`config.mk`:
```
export PLATFORM = sky130hd
export DESIGN_NAME = vid_timing_gen
export DESIGN_NICKNAME = d
export VERILOG_FILES = /design/src/rtl/vid_timing_pkg.sv /design/src/rtl/vid_delay_line.sv /design/src/rtl/vid_timing_gen.sv
export SDC_FILE = /design/constraint.sdc
export NUM_CORES = 1
export LEC_CHECK = 0
export BUFFER_PORTS_ARGS = -buffer_cell sky130_fd_sc_hd__buf_2
export CORE_ASPECT_RATIO = 1.1
export CORE_MARGIN = 2
export CORE_UTILIZATION = 35
export DETAILED_ROUTE_END_ITERATION = 10
export MAX_ROUTING_LAYER = met4
export SLEW_MARGIN = 30
export SYNTH_ARGS = -nofsm -noshare
export SYNTH_HDL_FRONTEND = slang
export SYNTH_SLANG_ARGS = --single-unit
export TNS_END_PERCENT = 30
```
`constraint.sdc`:
```
create_clock -name clk_pix -period 9.4 [get_ports clk_pix]
set_input_delay 0.47 -clock clk_pix [delete_from_list [all_inputs] [get_ports clk_pix]]
set_output_delay 0.47 -clock clk_pix [all_outputs]
set_load 0.005 [all_outputs]
```
`src/rtl/vid_timing_pkg.sv`:
```
// Shared types and timing tables for the pixel-domain display timing generator.
package vid_timing_pkg;

    localparam int unsigned VT_W = 16;

    typedef enum logic [1:0] {
        VID_640X480   = 2'd0,
        VID_1920X1080 = 2'd1,
        VID_1280X720  = 2'd2,
        VID_CUSTOM    = 2'd3
    } vid_mode_e;

    typedef struct packed {
        logic [VT_W-1:0] hact;
        logic [VT_W-1:0] hfp;
        logic [VT_W-1:0] hsw;
        logic [VT_W-1:0] hbp;
        logic [VT_W-1:0] vact;
        logic [VT_W-1:0] vfp;
        logic [VT_W-1:0] vsw;
        logic [VT_W-1:0] vbp;
        logic            hpol;
        logic            vpol;
    } vid_timing_t;

    localparam vid_timing_t VID_T_640X480 = '{
        hact: VT_W'(640),  hfp: VT_W'(16), hsw: VT_W'(96), hbp: VT_W'(48),
        vact: VT_W'(480),  vfp: VT_W'(10), vsw: VT_W'(2),  vbp: VT_W'(33),
        hpol: 1'b0, vpol: 1'b0
    };

    localparam vid_timing_t VID_T_1920X1080 = '{
        hact: VT_W'(1920), hfp: VT_W'(88), hsw: VT_W'(44), hbp: VT_W'(148),
        vact: VT_W'(1080), vfp: VT_W'(4),  vsw: VT_W'(5),  vbp: VT_W'(36),
        hpol: 1'b1, vpol: 1'b1
    };

    localparam vid_timing_t VID_T_1280X720 = '{
        hact: VT_W'(1280), hfp: VT_W'(110), hsw: VT_W'(40), hbp: VT_W'(220),
        vact: VT_W'(720),  vfp: VT_W'(5),   vsw: VT_W'(5),  vbp: VT_W'(20),
        hpol: 1'b1, vpol: 1'b1
    };

    // Timing for a mode; the custom entry is supplied by the instantiating block.
    function automatic vid_timing_t vid_timing(input vid_mode_e mode, input vid_timing_t custom);
        vid_timing_t t;
        case (mode)
            VID_640X480:   t = VID_T_640X480;
            VID_1920X1080: t = VID_T_1920X1080;
            VID_1280X720:  t = VID_T_1280X720;
            default:       t = custom;
        endcase
        return t;
    endfunction

    // Idle sync levels {hsync, vsync} for a mode (the inverse of its polarity).
    function automatic logic [1:0] vid_idle_sync(input vid_mode_e mode, input logic [1:0] custom_pol);
        logic [1:0] pol;
        case (mode)
            VID_640X480:   pol = {VID_T_640X480.hpol,   VID_T_640X480.vpol};
            VID_1920X1080: pol = {VID_T_1920X1080.hpol, VID_T_1920X1080.vpol};
            VID_1280X720:  pol = {VID_T_1280X720.hpol,  VID_T_1280X720.vpol};
            default:       pol = custom_pol;
        endcase
        return ~pol;
    endfunction

    function automatic int unsigned vid_h_total(input vid_timing_t t);
        return 32'(t.hact) + 32'(t.hfp) + 32'(t.hsw) + 32'(t.hbp);
    endfunction

    function automatic int unsigned vid_v_total(input vid_timing_t t);
        return 32'(t.vact) + 32'(t.vfp) + 32'(t.vsw) + 32'(t.vbp);
    endfunction

endpackage

```
`src/rtl/vid_delay_line.sv`:
```
// Fixed-depth register pipe; every stage loads a run-time reset value while rst is high.
module vid_delay_line #(
    parameter int unsigned W     = 1,
    parameter int unsigned DELAY = 1
) (
    input  logic         clk,
    input  logic         rst,
    input  logic [W-1:0] rst_val,
    input  logic [W-1:0] d,
    output logic [W-1:0] q
);

    if (DELAY == 0) begin : g_pass
        logic unused_ok;
        assign unused_ok = &{1'b0, clk, rst, rst_val};
        assign q = d;
    end else begin : g_pipe
        logic [W-1:0] stage_q [DELAY];

        always_ff @(posedge clk) begin
            if (rst) begin
                for (int i = 0; i < int'(DELAY); i++) stage_q[i] <= rst_val;
            end else begin
                stage_q[0] <= d;
                for (int i = 1; i < int'(DELAY); i++) stage_q[i] <= stage_q[i-1];
            end
        end

        assign q = stage_q[DELAY-1];
    end

endmodule

```
`src/rtl/vid_timing_gen.sv`:
```
// Runtime-switchable display timing generator: counters, sync/DE decode and
// an aligned output delay; mode changes take effect on the frame wrap.
module vid_timing_gen
    import vid_timing_pkg::*;
#(
    parameter int unsigned CW     = 12,
    parameter int unsigned DELAY  = 1,
    parameter int unsigned C_HACT = 800,
    parameter int unsigned C_HFP  = 40,
    parameter int unsigned C_HSW  = 128,
    parameter int unsigned C_HBP  = 88,
    parameter int unsigned C_VACT = 600,
    parameter int unsigned C_VFP  = 1,
    parameter int unsigned C_VSW  = 4,
    parameter int unsigned C_VBP  = 23,
    parameter bit          C_HPOL = 1'b1,
    parameter bit          C_VPOL = 1'b1
) (
    input  logic          clk_pix,
    input  logic          rst_pix,
    input  logic [1:0]    mode_req,
    output logic [1:0]    mode_cur,
    output logic          mode_pend,
    output logic [CW-1:0] sx,
    output logic [CW-1:0] sy,
    output logic          hsync,
    output logic          vsync,
    output logic          de,
    output logic          frame_start,
    output logic          line_start
);

    localparam int unsigned PW = 2 * CW + 5;

    localparam vid_timing_t CUSTOM = '{
        hact: VT_W'(C_HACT), hfp: VT_W'(C_HFP), hsw: VT_W'(C_HSW), hbp: VT_W'(C_HBP),
        vact: VT_W'(C_VACT), vfp: VT_W'(C_VFP), vsw: VT_W'(C_VSW), vbp: VT_W'(C_VBP),
        hpol: C_HPOL, vpol: C_VPOL
    };

    // Elaboration-time sanity checks on parameters and mode totals.
    if (DELAY > 4) begin : g_bad_delay
        $error("vid_timing_gen: DELAY must be 0..4");
    end

    if (C_HACT == 0 || C_HFP == 0 || C_HSW == 0 || C_HBP == 0 ||
        C_VACT == 0 || C_VFP == 0 || C_VSW == 0 || C_VBP == 0) begin : g_bad_custom
        $error("vid_timing_gen: custom timing values must all be nonzero");
    end

    for (genvar gm = 0; gm < 4; gm++) begin : g_mode_chk
        localparam vid_timing_t T = vid_timing(vid_mode_e'(2'(gm)), CUSTOM);
        if (64'(vid_h_total(T)) > (64'd1 << CW) ||
            64'(vid_v_total(T)) > (64'd1 << CW)) begin : g_bad_total
            $error("vid_timing_gen: mode totals do not fit in CW bits");
        end
    end

    vid_mode_e     cur_q;
    vid_timing_t   cur_t;
    logic [CW-1:0] sx_q, sy_q;
    logic [CW-1:0] h_act, h_ss, h_se, h_last;
    logic [CW-1:0] v_act, v_ss, v_se, v_last;
    logic          line_end, frame_end;
    logic          hs_act, vs_act;
    logic [1:0]    req_idle;
    logic [PW-1:0] live_w, rst_w, pre_w, out_w;

    assign cur_t = vid_timing(cur_q, CUSTOM);

    // Region boundaries of the active mode, all at CW bits.
    assign h_act  = CW'(cur_t.hact);
    assign h_ss   = h_act + CW'(cur_t.hfp);
    assign h_se   = h_ss + CW'(cur_t.hsw);
    assign h_last = h_se + CW'(cur_t.hbp) - CW'(1);
    assign v_act  = CW'(cur_t.vact);
    assign v_ss   = v_act + CW'(cur_t.vfp);
    assign v_se   = v_ss + CW'(cur_t.vsw);
    assign v_last = v_se + CW'(cur_t.vbp) - CW'(1);

    assign line_end  = (sx_q == h_last);
    assign frame_end = line_end && (sy_q == v_last);

    // Raster counters; the mode register only moves on the frame wrap.
    always_ff @(posedge clk_pix) begin
        if (rst_pix) begin
            sx_q  <= '0;
            sy_q  <= '0;
            cur_q <= vid_mode_e'(mode_req);
        end else begin
            if (line_end) begin
                sx_q <= '0;
                sy_q <= frame_end ? '0 : sy_q + CW'(1);
            end else begin
                sx_q <= sx_q + CW'(1);
            end
            if (frame_end) cur_q <= vid_mode_e'(mode_req);
        end
    end

    assign hs_act = (sx_q >= h_ss) && (sx_q < h_se);
    assign vs_act = (sy_q >= v_ss) && (sy_q < v_se);

    // Sync level is resolved before the delay so polarity travels with its sample.
    assign live_w = {sx_q, sy_q,
                     ~(hs_act ^ cur_t.hpol),
                     ~(vs_act ^ cur_t.vpol),
                     (sx_q < h_act) && (sy_q < v_act),
                     (sx_q == '0) && (sy_q == '0),
                     (sx_q == '0)};

    assign req_idle = vid_idle_sync(vid_mode_e'(mode_req), {C_HPOL, C_VPOL});
    assign rst_w    = {CW'(0), CW'(0), req_idle, 3'b000};
    assign pre_w    = rst_pix ? rst_w : live_w;

    vid_delay_line #(
        .W     (PW),
        .DELAY (DELAY)
    ) u_align (
        .clk     (clk_pix),
        .rst     (rst_pix),
        .rst_val (rst_w),
        .d       (pre_w),
        .q       (out_w)
    );

    assign {sx, sy, hsync, vsync, de, frame_start, line_start} = out_w;

    assign mode_cur  = cur_q;
    assign mode_pend = (mode_req != cur_q);

endmodule

```
* Word-level counts from Yosys, hierarchy flattened
Memories as Yosys holds them, arrays and structs flattened.
Index checks and enable logic that the tools add are counted.
** Cells by class
- Add/sub/neg operators :: 10
- Multipliers :: 0
- Div/mod/pow operators :: 0
- Order comparisons :: 6
- Equality and inequality tests :: 5
- Shift operators :: 0
- Multiplexer cells :: 11
- Bitwise logic cells :: 5
- Reduce and logical (&&, ||, !) cells :: 12
** Operators by type and width (number)
- $pmux W125 S3 :: 1
- $add A12 B12 Y12 :: 6
- $mux W29 :: 2
- $lt A12 B12 Y1 :: 4
- $reduce_or A29 Y1 :: 1
- $add A12 B1 Y12 const B :: 2
- $eq A12 B12 Y1 :: 2
- $ge A12 B12 Y1 :: 2
- $logic_not A12 Y1 :: 2
- $sub A12 B1 Y12 const B :: 2
- $mux W12 :: 1
- $mux W2 :: 3
- $logic_and A1 B1 Y1 :: 5
- $logic_not A2 Y1 :: 2
- $mux W1 :: 4
- $eq A2 B1 Y1 const B :: 1
- $eq A2 B2 Y1 const B :: 1
- $ne A2 B2 Y1 :: 1
- $not A1 Y1 :: 2
- $not A2 Y2 :: 1
- $reduce_bool A2 Y1 :: 1
- $reduce_or A2 Y1 :: 1
- $xor A1 B1 Y1 :: 2
** Word-level totals
- Register bits after elaboration :: 26
- Latch bits :: 0
- Bits in writable memories :: 29
- Bits in read-only memories :: 0
- Input port bits :: 4
- Output and inout bits :: 32
- Logic and storage cells :: 53
- Memories kept :: 1
** Memories
- u_align.g_pipe.stage_q :: words 1, bits a word 29, read ports 1, clocked after memory_dff 0, write ports 1, line vid_delay_line.sv:18 : logic [W-1:0] stage_q [DELAY];

* Depth between registers and ports, before layout
Gate-level depths: netlist of run 1.
- Word-level depth :: 10
- Gate-level depth with buffers :: 12
- Mapped depth without buffers :: 12

* Cells and area by module
A second synthesis of run 1 with hierarchy kept.
** Second synthesis, totals
- Cell total of the unflattened synthesis :: 419
- Area total of the unflattened synthesis :: 3890.0 um^2
** By module, submodules not included
- vid_timing_gen :: instances 1, cells an instance 358, area each 2917.8 um^2, sequential area each 540.5 um^2
- vid_delay_line :: instances 1, cells an instance 61, area each 972.2 um^2, sequential area each 580.6 um^2

* Least setup slack after synthesis of run 1
No wires, ideal clock.
- Path type :: reg2reg
- Start :: register cur_q[0], in the netlist mode_cur[0]
- End :: register sy_q[7]
- Setup time :: 70 ps
- Arrival :: 3161 ps
- Required time :: 9330 ps
- Setup slack :: 6168 ps
- Cell stages (with the launch flop) :: 11
- Buffers on the path :: 1
- Clock period less this slack :: 3232 ps
- Cell sequence :: edfxtp_1 -> inv_1 -> ha_1 -> inv_1 -> ha_1 -> nand4b_1 -> or4_4 -> or4_1 -> buf_2 -> or4_1 -> a21oi_1
** Between the ends
- Cells in the longest elaborated chain, start to end :: 9
- Elaborated cells between the ends (all ways) :: 16
- Those cells by class :: 8 x add/sub; 4 x eq/ne; 2 x mux; 2 x reduce/logical
** Ends and longest elaborated chain
- start, declared :: line vid_timing_gen.sv:59 : vid_mode_e cur_q;
- start signal, assigned :: line vid_timing_gen.sv:89 : cur_q <= vid_mode_e'(mode_req);
- start signal, assigned :: line vid_timing_gen.sv:97 : if (frame_end) cur_q <= vid_mode_e'(mode_req);
- $eq A2 B2 Y1 (tied with other cells) :: line vid_timing_pkg.sv:47 : case (mode)
- $pmux W125 S3 (*) :: line vid_timing_pkg.sv:47
- $add A12 B12 Y12 (on tied branches) :: line vid_timing_gen.sv:73, vid_timing_gen.sv:77
- $add A12 B12 Y12 (on tied branches) :: line vid_timing_gen.sv:74, vid_timing_gen.sv:78
- $add A12 B12 Y12 (on tied branches) :: line vid_timing_gen.sv:75, vid_timing_gen.sv:79
- $sub A12 B1 Y12 (on tied branches) :: line vid_timing_gen.sv:75, vid_timing_gen.sv:79
- $eq A12 B12 Y1 (on tied branches) :: line vid_timing_gen.sv:81, vid_timing_gen.sv:82
- $logic_and A1 B1 Y1 :: line vid_timing_gen.sv:82 : assign frame_end = line_end && (sy_q == v_last);
- $mux W12 :: line vid_timing_gen.sv:93 : sy_q <= frame_end ? '0 : sy_q + CW'(1);
- end signal, assigned :: line vid_timing_gen.sv:93
- end, declared :: line vid_timing_gen.sv:61 : logic [CW-1:0] sx_q, sy_q;
Mark *: on every way between the ends. The rest lies on a longest branch, timed or not.
A chain may end at the register's enable or synchronous reset.

* Worst setup path in the final report of run 1
Ends and elaborated chain as after synthesis.

==> metrics.cfg, run 1 <==
[yosys]
synth.yosys.seq_area_share_pct = 30.9
synth.cells.most_frequent = 64 x ha_1, 53 x dfxtp_1, 37 x nor2_1
synthFlopType = dfxtp_1
yosys.area.top_type_share_pct = 29.3
yosys.area.top_type = dfxtp_1
ys_ff_latch = 55
synth_nets = 479
syn_area_per_cell_um2 = 8.82
synth_compound_area_share_pct = 11.7
synth_area_leaders = dfxtp_1 29%, ha_1 22%, nor2_1 3.8%, nor2b_1 3.8%, a21oi_1 3.5%
synth_top_family_by_area = simple AND/OR/NAND/NOR gates
yosysWarnings = 0
syn_inst = 411
async_reset_ff_share_pct = 0
synthMuxAreaShare_pct = 0.622
synth_edf_count = 2
synthXorXnorAreaFrac_pct = 6.80
synthesis.area_mm2 = 0.00362
synth_simple_gate_area_share_pct = 24.1
yosysMostFrequentCell = ha_1
synth_cell_types = 53
synth_fa_ha_area_share_pct = 22.1

[clocking]
clk_path_buf_depth = 2
postCtsHoldBufs = 0
cts-htree-levels = 2
cts_sinks = 55
clk_pin_slew_ps = 120
insertion_delay_ps = 320
post-cts-setup-buffer-count = 0
cts_tree = yes
cts_buffers = 5
cts_resized = 0
cts_root_buf = clkbuf_8

[finish]
multi_input_comb_area_mm2 = 0.00237
drive_above_1_share_pct = 12.9
nets = 508
fill_cells = 1044
seqCellArea_mm2 = 0.00112
diodes = 0
syn_to_final_growth_pct = 10.7

[floorplan]
die_x_um = 101
rows = 38
ios = 36
dieArea_mm2 = 0.0112
die_y_um = 111
initial_core_util_pct = 36.3
core_mm2 = 0.00998

[sta]
layout_setup_ws_ps = 5660
hold_viol = 0
rsz0062_at_grt = no
finalMaxSlewViolations = 0
timing.final.crit_share_pct = 39.7
slew_headroom_pct = 45.5
fmax_ghz = 0.268
tns_ps = 0
setup_violations = 0
max_slew.worst_pin.slew_ps = 817
skew_ps = 11.7
min_period_ps = 3740

[hold_path]
holdCritPathClass = primary input to flop
min_from = mode_req[1]
hold_path_depth = 1
holdPathEnd = mode_cur[1]

[detailed_routing]
antenna_left = 0
dr_wl_met3_um = 381
wl_met1_mm = 4.44
topRoutingLayerUsed = met4
wl_met2_mm = 4.12
wl_mm = 9.14
drt_pass1_iterations = 4
drtIter0Drc = 146
vias = 2964
via_per_inst = 5.28
wl_per_cell_um = 16.3
route.detailed.drc = 0

[grt]
grt_pass1_vias = 2915
grt_max_degree = 43
grt_usage_pct = 17.3
antenna_found_initial = 0
gr-total-overflow = 0
grt_pass1_wl_mm = 15.0

[pwr]
p_per_area_mw_per_mm2 = 119
power_leakage_uw = 0.00184
ir_drop_uv = 55.0

[critical_path]
crit_buf_inv = 3
timing.rr.end = sy_q[7]
crit_required_ps = 9630
worstSetupEndpointType = flop
path_max_fanout = 12
ff2ff_path_depth = 12
cp_slowest_cell = edfxtp_1
reg2reg_setup_slack_ps = 5660
cp_slowest_stage_delay_ps = 670
cp.arrival_ps = 3970
crit_type = flop to flop
critPathTopFamily = simple AND/OR/NAND/NOR gates
path_cells = inv_1 -> ha_1 -> nor2_1 -> inv_1 -> ha_1 -> and3b_1 -> nand4_1 -> nor4_1 -> buf_4 -> or4_1 -> or4_1 -> a21oi_1
r2r-start = mode_cur[0]
start_kind = flop

[run_status]
outcome = complete, no violations

[placed_design]
portBuffers = 35
dp_hpwl_mm = 6.71
gp_congestion = 0.894
place_ws_ps = 5730

[job]
maxCapViolations = 0

cells by family (layout without fill, tap and decap cells):
| group | after synthesis | count (layout) |
|---|---|---|
| and+or+nand+nor | 159 | 159 |
| AOI/OAI and AO/OA | 71 | 71 |
| adders and majority gates | 64 | 64 |
| DFF | 55 | 55 |
| buffers and inverters | 34 | 64 |
| xor gates and xnor gates | 25 | 25 |
| muxes | 2 | 2 |
| other | 1 | 1 |
how the worst max path moves through the flow:
stage / from / endpoint / slack (ps) / depth (start not counted)
2_1_floorplan: mode_cur[0] / sy_q[7] / 6170 / 10
3_3_place_gp: mode_cur[0] / sy_q[7] / 5860 / 9
3_5_place_dp: mode_cur[0] / sy_q[7] / 5730 / 9
4_1_cts: mode_cur[0] / sy_q[7] / 5680 / 9
5_1_grt: mode_cur[0] / sy_q[7] / 5460 / 12
6_report: mode_cur[0] / sy_q[7] / 5660 / 12
through the flow:
step	util [%]	hold slack [ps]	area, µm²	power [µW]	instances
2_1_floorplan	-	459	3620	302	411
3_3_place_gp	39.1	488	3900	325	553
3_5_place_dp	39.1	508	3900	326	553
4_1_cts	40.2	356	4010	483	561
5_1_grt	40.2	356	4010	503	561
6_report	40.2	364	4010	478	561
placed cells by master, fill, tap and decap left out, drive strengths merged, types with 4 or more instances in the layout:
master  count
a21o        7
a21oi      25
and3        9
and4        5
buf        37
clkbuf      6
dfxtp      53
ha         64
inv        21
nand2      24
nand2b      5
nand3      12
nand4       5
nor2       37
nor2b      22
nor3        8
nor4        5
o21ai      23
or2         4
or3b        6
or4         4
xnor2      11
xor2       12
routing by layer:
layer | global-route usage, % | up-vias
met5 | - | -
met4 | 5.68 | 0
met3 | 2.02 | 10
met2 | 27.5 | 70
met1 | 22.9 | 1374
li1 | - | 1510
state kept, by name, indices dropped and copies added (netlist names):
signal                  count
sx_q                       12
u_align.g_pipe.stage_q     29
mode_cur                    2
sy_q                       12
layout make-up:
cell class,instances,area share [%]
well taps,120,3.74
multi-input cells,322,59.1
inverters,19,1.78
repair buffers,37,4.74
clock buffers,6,2.34
clock inverters,2,0.374
flip-flops and latches,55,27.9
worst register-to-register path: stages, from the launching register on:
cell and delay (ps):
edfxtp_1 670, inv_1 190, ha_1 370, nor2_1 260, inv_1 80, ha_1 290
and3b_1 170, nand4_1 100, nor4_1 60, buf_4 170, or4_1 590, or4_1 530
a21oi_1 160
where the power goes:
part	leakage [µW]	internal, µW	switching (µW)
clock network	0.0000573	70.1	86.6
logic	0.00133	31.9	45.9
registers	0.000449	239	4.82
Power figures use the tool's default switching activity.
==> run 2: changes to the inputs <==
--- a/config.mk
+++ b/config.mk
@@ -5,6 +5,7 @@
 export SDC_FILE = /design/constraint.sdc
 export NUM_CORES = 1
 export LEC_CHECK = 0
+export ABC_AREA = 1
 export BUFFER_PORTS_ARGS = -buffer_cell sky130_fd_sc_hd__buf_2
 export CORE_ASPECT_RATIO = 1.1
 export CORE_MARGIN = 2
==> constraint.sdc (replaced) <==
create_clock -name clk_pix -period 3.89 [get_ports clk_pix]
set_input_delay 0.1945 -clock clk_pix [delete_from_list [all_inputs] [get_ports clk_pix]]
set_output_delay 0.1945 -clock clk_pix [all_outputs]
set_load 0.005 [all_outputs]
==> metrics.cfg, run 2 <==
[finish]
nets = 672  ; was 508
layout_common_cells = 129 x nand2_1, 89 x nor2_1, 68 x inv_1, 64 x ha_1, 53 x dfxtp_1  ; was 64 x ha_1, 53 x dfxtp_1, 37 x nor2_1, 35 x buf_2, 25 x a21oi_1
largest_register = u_align.g_pipe.stage_q  ; unchanged
largest_reg_flops = 29  ; unchanged
drive_above_1_share_pct = 9.92  ; was 12.9%
reg.largest.list = u_align.g_pipe.stage_q (29), sx_q (12), sy_q (12)  ; unchanged
diodes = 0  ; unchanged
seqCellArea_mm2 = 0.00112  ; unchanged
layout_commonest_cell = nand2_1  ; was ha_1
syn_to_final_growth_pct = 12.1  ; was 10.7%
finalInstanceArea_mm2 = 0.00454  ; was 0.00401 mm²
fill_cells = 1198  ; was 1,044
multi_input_comb_area_mm2 = 0.00261  ; was 0.00237 mm²

[sta]
max_slew.worst_pin.slew_ps = 660  ; was 817 ps
finalMaxSlewViolations = 0  ; unchanged
rsz0062_at_grt = no  ; unchanged
slew_headroom_pct = 56.0  ; was 45.5%
holdWs_ps = 110  ; was 364 ps
fmax_ghz = 0.321  ; was 0.268 GHz
timing.final.crit_share_pct = 80.2  ; was 39.7%
skew_ps = 7.18  ; was 11.7 ps
tns_ps = 0  ; unchanged
hold_viol = 0  ; unchanged
min_period_ps = 3120  ; was 3740 ps
setup_violations = 0  ; unchanged

[yosys]
synth_edf_count = 2  ; unchanged
ys_ff_latch = 55  ; unchanged
synth_nets = 641  ; was 479
yosysMostFrequentCell = nand2_1  ; was ha_1
yosys.area.top_type = dfxtp_1  ; unchanged
synthMuxAreaShare_pct = 0  ; was 0.622%
synth.yosys.seq_area_share_pct = 27.7  ; was 30.9%
synth_fa_ha_area_share_pct = 19.8  ; was 22.1%
synth_top_family_by_area = simple AND/OR/NAND/NOR gates  ; unchanged
yosys.area.top_type_share_pct = 26.2  ; was 29.3%
synthFlopType = dfxtp_1  ; unchanged
syn_inst = 573  ; was 411
async_reset_ff_share_pct = 0  ; unchanged
syn_area_per_cell_um2 = 7.07  ; was 8.82 µm²
yosysWarnings = 0  ; unchanged
synth_simple_gate_area_share_pct = 33.0  ; was 24.1%
synth_area_leaders = dfxtp_1 26%, ha_1 20%, nand2_1 12%, nor2_1 8.2%, inv_1 6.3%  ; was dfxtp_1 29%, ha_1 22%, nor2_1 3.8%, nor2b_1 3.8%, a21oi_1 3.5%
synth.cells.most_frequent = 129 x nand2_1, 89 x nor2_1, 68 x inv_1  ; was 64 x ha_1, 53 x dfxtp_1, 37 x nor2_1
synthXorXnorAreaFrac_pct = 4.29  ; was 6.80%
synthesis.area_mm2 = 0.00405  ; was 0.00362 mm²
synth_compound_area_share_pct = 7.17  ; was 11.7%
synth_cell_types = 40  ; was 53

[detailed_routing]
via_per_inst = 4.96  ; was 5.28
drtIter0Drc = 206  ; was 146
wl_mm = 10.7  ; was 9.14 mm
route.detailed.drc = 0  ; unchanged
vias = 3743  ; was 2,964
drt_pass1_iterations = 4  ; unchanged
wl_per_cell_um = 14.2  ; was 16.3 µm
antenna_left = 0  ; unchanged

[clocking]
insertion_delay_ps = 300  ; was 320 ps
cts_buffers = 5  ; unchanged
clk_path_buf_depth = 2  ; unchanged
post-cts-setup-buffer-count = 0  ; unchanged
clk_pin_slew_ps = 70  ; was 120 ps
cts_tree = yes  ; unchanged
cts-htree-levels = 2  ; unchanged
cts_sinks = 55  ; unchanged
postCtsHoldBufs = 0  ; unchanged
cts_resized = 0  ; unchanged
cts_root_buf = clkbuf_16  ; was clkbuf_8

[grt]
gr-total-overflow = 0  ; unchanged
grt_max_degree = 36  ; was 43
antenna_found_initial = 0  ; unchanged
grt_pass1_vias = 3536  ; was 2,915
grt_pass1_wl_mm = 17.5  ; was 15.0 mm
grt_usage_pct = 18.3  ; was 17.3%

[floorplan]
rows = 41  ; was 38
ios = 36  ; unchanged
die_x_um = 107  ; was 101 µm
dieArea_mm2 = 0.0124  ; was 0.0112 mm²
core_mm2 = 0.0114  ; was 0.00998 mm²
initial_core_util_pct = 35.6  ; was 36.3%
die_y_um = 117  ; was 111 µm

[placed_design]
portBuffers = 35  ; unchanged
place_area_mm2 = 0.00436  ; was 0.00390 mm²
dp_hpwl_mm = 8.44  ; was 6.71 mm
gp_congestion = 0.986  ; was 0.894

[critical_path]
cp_slowest_stage_delay_ps = 610  ; was 670 ps
cp_slowest_cell = edfxtp_1  ; unchanged
worstSetupEndpointType = flop  ; unchanged
path_max_fanout = 12  ; unchanged
crit_top_cell = nand2_1
start_kind = flop  ; unchanged
ff2ff_path_depth = 15  ; was 12
path_cells = inv_1 -> ha_1 -> inv_1 -> ha_1 -> or2_2 -> o21a_1 -> ha_1 -> a21oi_1 -> nand2_1 -> nand2_1 -> nand3_1 -> nand2_1 -> nand2_1 -> nand3_1 -> nand2_1  ; was inv_1 -> ha_1 -> nor2_1 -> inv_1 -> ha_1 -> and3b_1 -> nand4_1 -> nor4_1 -> buf_4 -> or4_1 -> or4_1 -> a21oi_1
cp.arrival_ps = 3310  ; was 3970 ps
crit_required_ps = 4090  ; was 9630 ps
crit_type = flop to flop  ; unchanged

[job]
maxCapViolations = 0  ; unchanged

[hold_path]
hold_path_depth = 1  ; unchanged
holdCritPathClass = primary input to flop  ; unchanged

[pwr]
ir_drop_uv = 156  ; was 55.0 µV
power_leakage_uw = 0.00223  ; was 0.00184 µW
p_per_area_mw_per_mm2 = 288  ; was 119 mW/mm²

[run_status]
outcome = complete, no violations  ; unchanged

-- run 2: changes by cell type after synthesis, moves of 5 or more --
cell,before,now
and4_1,5,0
nand2_1,24,129
nand2b_1,5,0
nor2_1,37,89
inv_1,18,68
a21oi_1,25,35
nor2b_1,22,2
nand3_1,12,34
o21ai_0,23,6
and3_1,9,0
nand4_1,5,18
a21o_1,7,1
xnor2_1,11,6
clkbuf_1,10,4
-- run 2: final timing paths --
kind	from	slack, ps	to
setup / recovery	mode_cur[0]	770	u_align.g_pipe.stage_q[0][4]
hold / removal	mode_req[1]	110	mode_cur[1]
setup reg to reg	mode_cur[0]	770	u_align.g_pipe.stage_q[0][4]
hold reg to reg	sx_q[0]	510	sx_q[0]
-- run 2: logic make-up (layout without fill, tap and decap cells) --
group | count (synthesis) | count (layout)
other | 1 | 1
XOR/XNOR | 19 | 19
AO/OA/AOI/OAI | 52 | 52
flip-flops | 55 | 55
buffers and inverters | 82 | 114
adder cells (fa/ha/maj) | 64 | 64
AND/OR/NAND/NOR | 300 | 300
-- run 2: worst max-delay path, delay by kind of cell, from the launching register on --
kind,cells,cell delay (ps)
fa+ha+maj,3,930
simple gates,8,860
flops,1,610
buf+inv,2,350
compound gates,2,250
-- run 2: cell type report --
| cell class | count | area share [%] |
|---|---|---|
| multi-input combinational | 436 | 57.4 |
| sequential | 55 | 24.7 |
| inverter | 71 | 5.87 |
| tap | 150 | 4.13 |
| timing repair buffer | 35 | 3.86 |
| clock buffer | 7 | 3.39 |
| clock inverter | 1 | 0.661 |
-- run 2: power by group --
group	internal, µW	switching [µW]
registers	576	8.90
clock network	344	211
logic	58.7	109
total	978	328
-- run 2: metal layers --
| metal | global-route usage, % | wire length [µm] |
|---|---|---|
| met1 | 23.8 | 5150 |
| met4 | 4.68 | 205 |
| met2 | 30.5 | 4910 |
| met5 | - | 0 |
| met3 | 2.10 | 453 |
-- run 2: metrics by stage --
stage | std cells | util (%) | setup slack, ps | power (µW)
after floorplan | 573 | - | 1230 | 716
after global placement | 747 | 38.3 | 927 | 762
after detailed placement | 747 | 38.3 | 782 | 764
after CTS | 755 | 39.9 | 765 | 1310
after global routing | 755 | 39.9 | 509 | 1360
final | 755 | 39.9 | 772 | 1310
==> run 3: changes to the inputs <==
==> constraint.sdc (replaced) <==
create_clock -name clk_pix -period 2.6 [get_ports clk_pix]
set_input_delay 0.13 -clock clk_pix [delete_from_list [all_inputs] [get_ports clk_pix]]
set_output_delay 0.13 -clock clk_pix [all_outputs]
set_load 0.005 [all_outputs]
==> metrics.cfg, run 3 (synthesized netlist as in run 2, its figures left out) <==
[run_status]
outcome = complete, no violations  ; unchanged

[floorplan]
rows = 41  ; unchanged
die_y_um = 117  ; unchanged
die_x_um = 107  ; unchanged
core_mm2 = 0.0114  ; unchanged
ios = 36  ; unchanged
initial_core_util_pct = 35.6  ; unchanged
dieArea_mm2 = 0.0124  ; unchanged

[finish]
reg.largest.list = u_align.g_pipe.stage_q (29), sx_q (12), sy_q (12)  ; unchanged
drive_above_1_share_pct = 16.4  ; was 9.92%
syn_to_final_growth_pct = 18.2  ; was 12.1%
largest_register = u_align.g_pipe.stage_q  ; unchanged
largest_reg_flops = 29  ; unchanged
diodes = 0  ; unchanged
layout_common_cells = 129 x nand2_1, 87 x nor2_1, 66 x inv_1, 55 x ha_1, 53 x dfxtp_1  ; was 129 x nand2_1, 89 x nor2_1, 68 x inv_1, 64 x ha_1, 53 x dfxtp_1
instances_no_fill = 779  ; was 755
layout_commonest_cell = nand2_1  ; unchanged
finalInstanceArea_mm2 = 0.00479  ; was 0.00454 mm²
nets = 696  ; was 672

[sta]
setup_violations = 0  ; unchanged
fmax_ghz = 0.406  ; was 0.321 GHz
min_period_ps = 2460  ; was 3120 ps
slew_headroom_pct = 66.1  ; was 56.0%
rsz0062_at_grt = yes  ; was no
max_slew.worst_pin.slew_ps = 509  ; was 660 ps
finalMaxSlewViolations = 0  ; unchanged
hold_viol = 0  ; unchanged
timing.final.crit_share_pct = 94.8  ; was 80.2%
skew_ps = 12.7  ; was 7.18 ps

[placed_design]
dp_hpwl_mm = 8.60  ; was 8.44 mm
placedCellCount = 765  ; was 747
portBuffers = 35  ; unchanged
place_area_mm2 = 0.00451  ; was 0.00436 mm²
gp_congestion = 0.960  ; was 0.986

[grt]
grt_usage_pct = 18.7  ; was 18.3%
antenna_found_initial = 0  ; unchanged
grt_pass1_vias = 3586  ; was 3,536
grt_max_degree = 35  ; was 36
gr-total-overflow = 0  ; unchanged
grt_pass1_wl_mm = 17.8  ; was 17.5 mm

[clocking]
clk_path_buf_depth = 2  ; unchanged
cts_root_buf = clkbuf_16  ; unchanged
insertion_delay_ps = 300  ; about the same
cts_sinks = 55  ; unchanged
cts_buffers = 5  ; unchanged
cts-htree-levels = 2  ; unchanged
cts_tree = yes  ; unchanged
clk_pin_slew_ps = 80  ; was 70 ps

[detailed_routing]
via_per_inst = 4.96  ; about the same
dr_wl_met3_um = 467  ; was 453 µm
wl_mm = 11.1  ; was 10.7 mm
vias = 3866  ; was 3,743
drtIter0Drc = 286  ; was 206
wl_met2_mm = 5.27  ; was 4.91 mm
wl_per_cell_um = 14.3  ; was 14.2 µm
wl_met1_mm = 5.16  ; was 5.15 mm
route.detailed.drc = 0  ; unchanged
antenna_left = 0  ; unchanged
drt_pass1_iterations = 7  ; was 4
topRoutingLayerUsed = met4  ; unchanged

[pwr]
power.switching_uw = 530  ; was 328 µW
p_per_area_mw_per_mm2 = 391  ; was 288 mW/mm²
p_sw_share_pct = 28.3  ; was 25.1%
internal_power_uw = 1340  ; was 978 µW
pwr-share-clk_pct = 37.5  ; was 42.4%
power_leakage_uw = 0.00233  ; was 0.00223 µW
seqPwrFrac_pct = 46.5  ; was 44.7%
p_total_uw = 1870  ; was 1310 µW
pwr-share-comb_pct = 16.0  ; was 12.8%
ir_drop_uv = 255  ; was 156 µV

[critical_path]
r2r-start = mode_cur[0]  ; unchanged
cp_slowest_stage_delay_ps = 450  ; was 610 ps
crit_required_ps = 2800  ; was 4090 ps
critPathTopFamily = simple AND/OR/NAND/NOR gates  ; was adder cells
path_cells = inv_2 -> ha_2 -> nand3_1 -> or4_4 -> ha_4 -> nand2_1 -> nor2_2 -> nor2b_2 -> a21oi_2 -> nand2_1 -> nand2_1 -> nand3_1 -> nand2_1  ; was inv_1 -> ha_1 -> inv_1 -> ha_1 -> or2_2 -> o21a_1 -> ha_1 -> a21oi_1 -> nand2_1 -> nand2_1 -> nand3_1 -> nand2_1 -> nand2_1 -> nand3_1 -> nand2_1
crit_type = flop to flop  ; unchanged
reg2reg_setup_slack_ps = 140  ; was 770 ps
timing.rr.end = u_align.g_pipe.stage_q[0][3]  ; was u_align.g_pipe.stage_q[0][4]
ff2ff_path_depth = 13  ; was 15
start_kind = flop  ; unchanged
cp_slowest_cell = or4_4  ; was edfxtp_1
path_max_fanout = 4  ; was 12
cp.arrival_ps = 2670  ; was 3310 ps
crit_buf_inv = 1  ; was 2
crit_top_cell = nand2_1  ; unchanged
worstSetupEndpointType = flop  ; unchanged

[hold_path]
min_from = mode_req[1]  ; unchanged
holdCritPathClass = primary input to flop  ; unchanged
holdPathEnd = mode_cur[1]  ; unchanged
hold_path_depth = 1  ; unchanged

[job]
maxCapViolations = 0  ; unchanged

run 3: cell types whose count changed in the layout (fill, tap and decap cells not counted), sizes merged:
cell / previous run / this run
buf: 35 / 59
clkbuf: 7 / 5
clkinv: 0 / 2
bufinv: 1 / 0
inv: 71 / 72
run 3: how the worst max path moves through the flow:
stage	from	end	cells past startpoint
after detailed placement	mode_cur[0]	u_align.g_pipe.stage_q[0][4]	14
after global placement	mode_cur[0]	mode_cur[0]	11
after CTS	mode_cur[0]	u_align.g_pipe.stage_q[0][4]	14
after floorplan	mode_cur[0]	u_align.g_pipe.stage_q[0][4]	15
final	mode_cur[0]	u_align.g_pipe.stage_q[0][3]	13
after global routing	mode_cur[0]	u_align.g_pipe.stage_q[0][3]	13
run 3: stage by stage:
stage	setup TNS, ps	hold WS, ps	setup slack [ps]	utilization [%]
3_3_place_gp	0	349	83.4	39.6
5_1_grt	-138	42.4	-61.7	42.0
6_report	0	39.8	136	42.0
2_1_floorplan	-63.1	229	-32.9	-
3_5_place_dp	-21.4	355	-21.4	39.6
4_1_cts	0	37.8	5.76	41.0
run 3: what timing repair did:
| action | in CTS | in global routing |
|---|---|---|
| setup buffers | 1 | 5 |
| hold buffers | 0 | 0 |
| gates cloned | 0 | 0 |
| pin swaps | 0 | 2 |
| endpoints found under the setup margin | 1 | 28 |
| resized for setup | 1 | 18 |
run 3: final cells by class:
type | instances | area (µm²)
timing repair buffer | 59 | 368
clock buffer | 5 | 125
multi-input combinational | 436 | 2700
clock inverter | 3 | 22.5
tap | 150 | 188
fill | 1189 | 6600
inverter | 71 | 267
sequential | 55 | 1120
run 3: routing by layer:
metal  global-route usage (%)  vias up
li1                         -     1962
met5                        -        -
met1                     24.0     1759
met3                     2.05       23
met2                     30.9      122
met4                     6.41        0
run 3: power groups by stage:
stage	Combinational [µW]	Clock [µW]	Sequential, µW
after global placement	273	0	891
final	299	702	872
after floorplan	180	0	892
after detailed placement	279	0	891
after global routing	336	742	874
after CTS	282	720	871
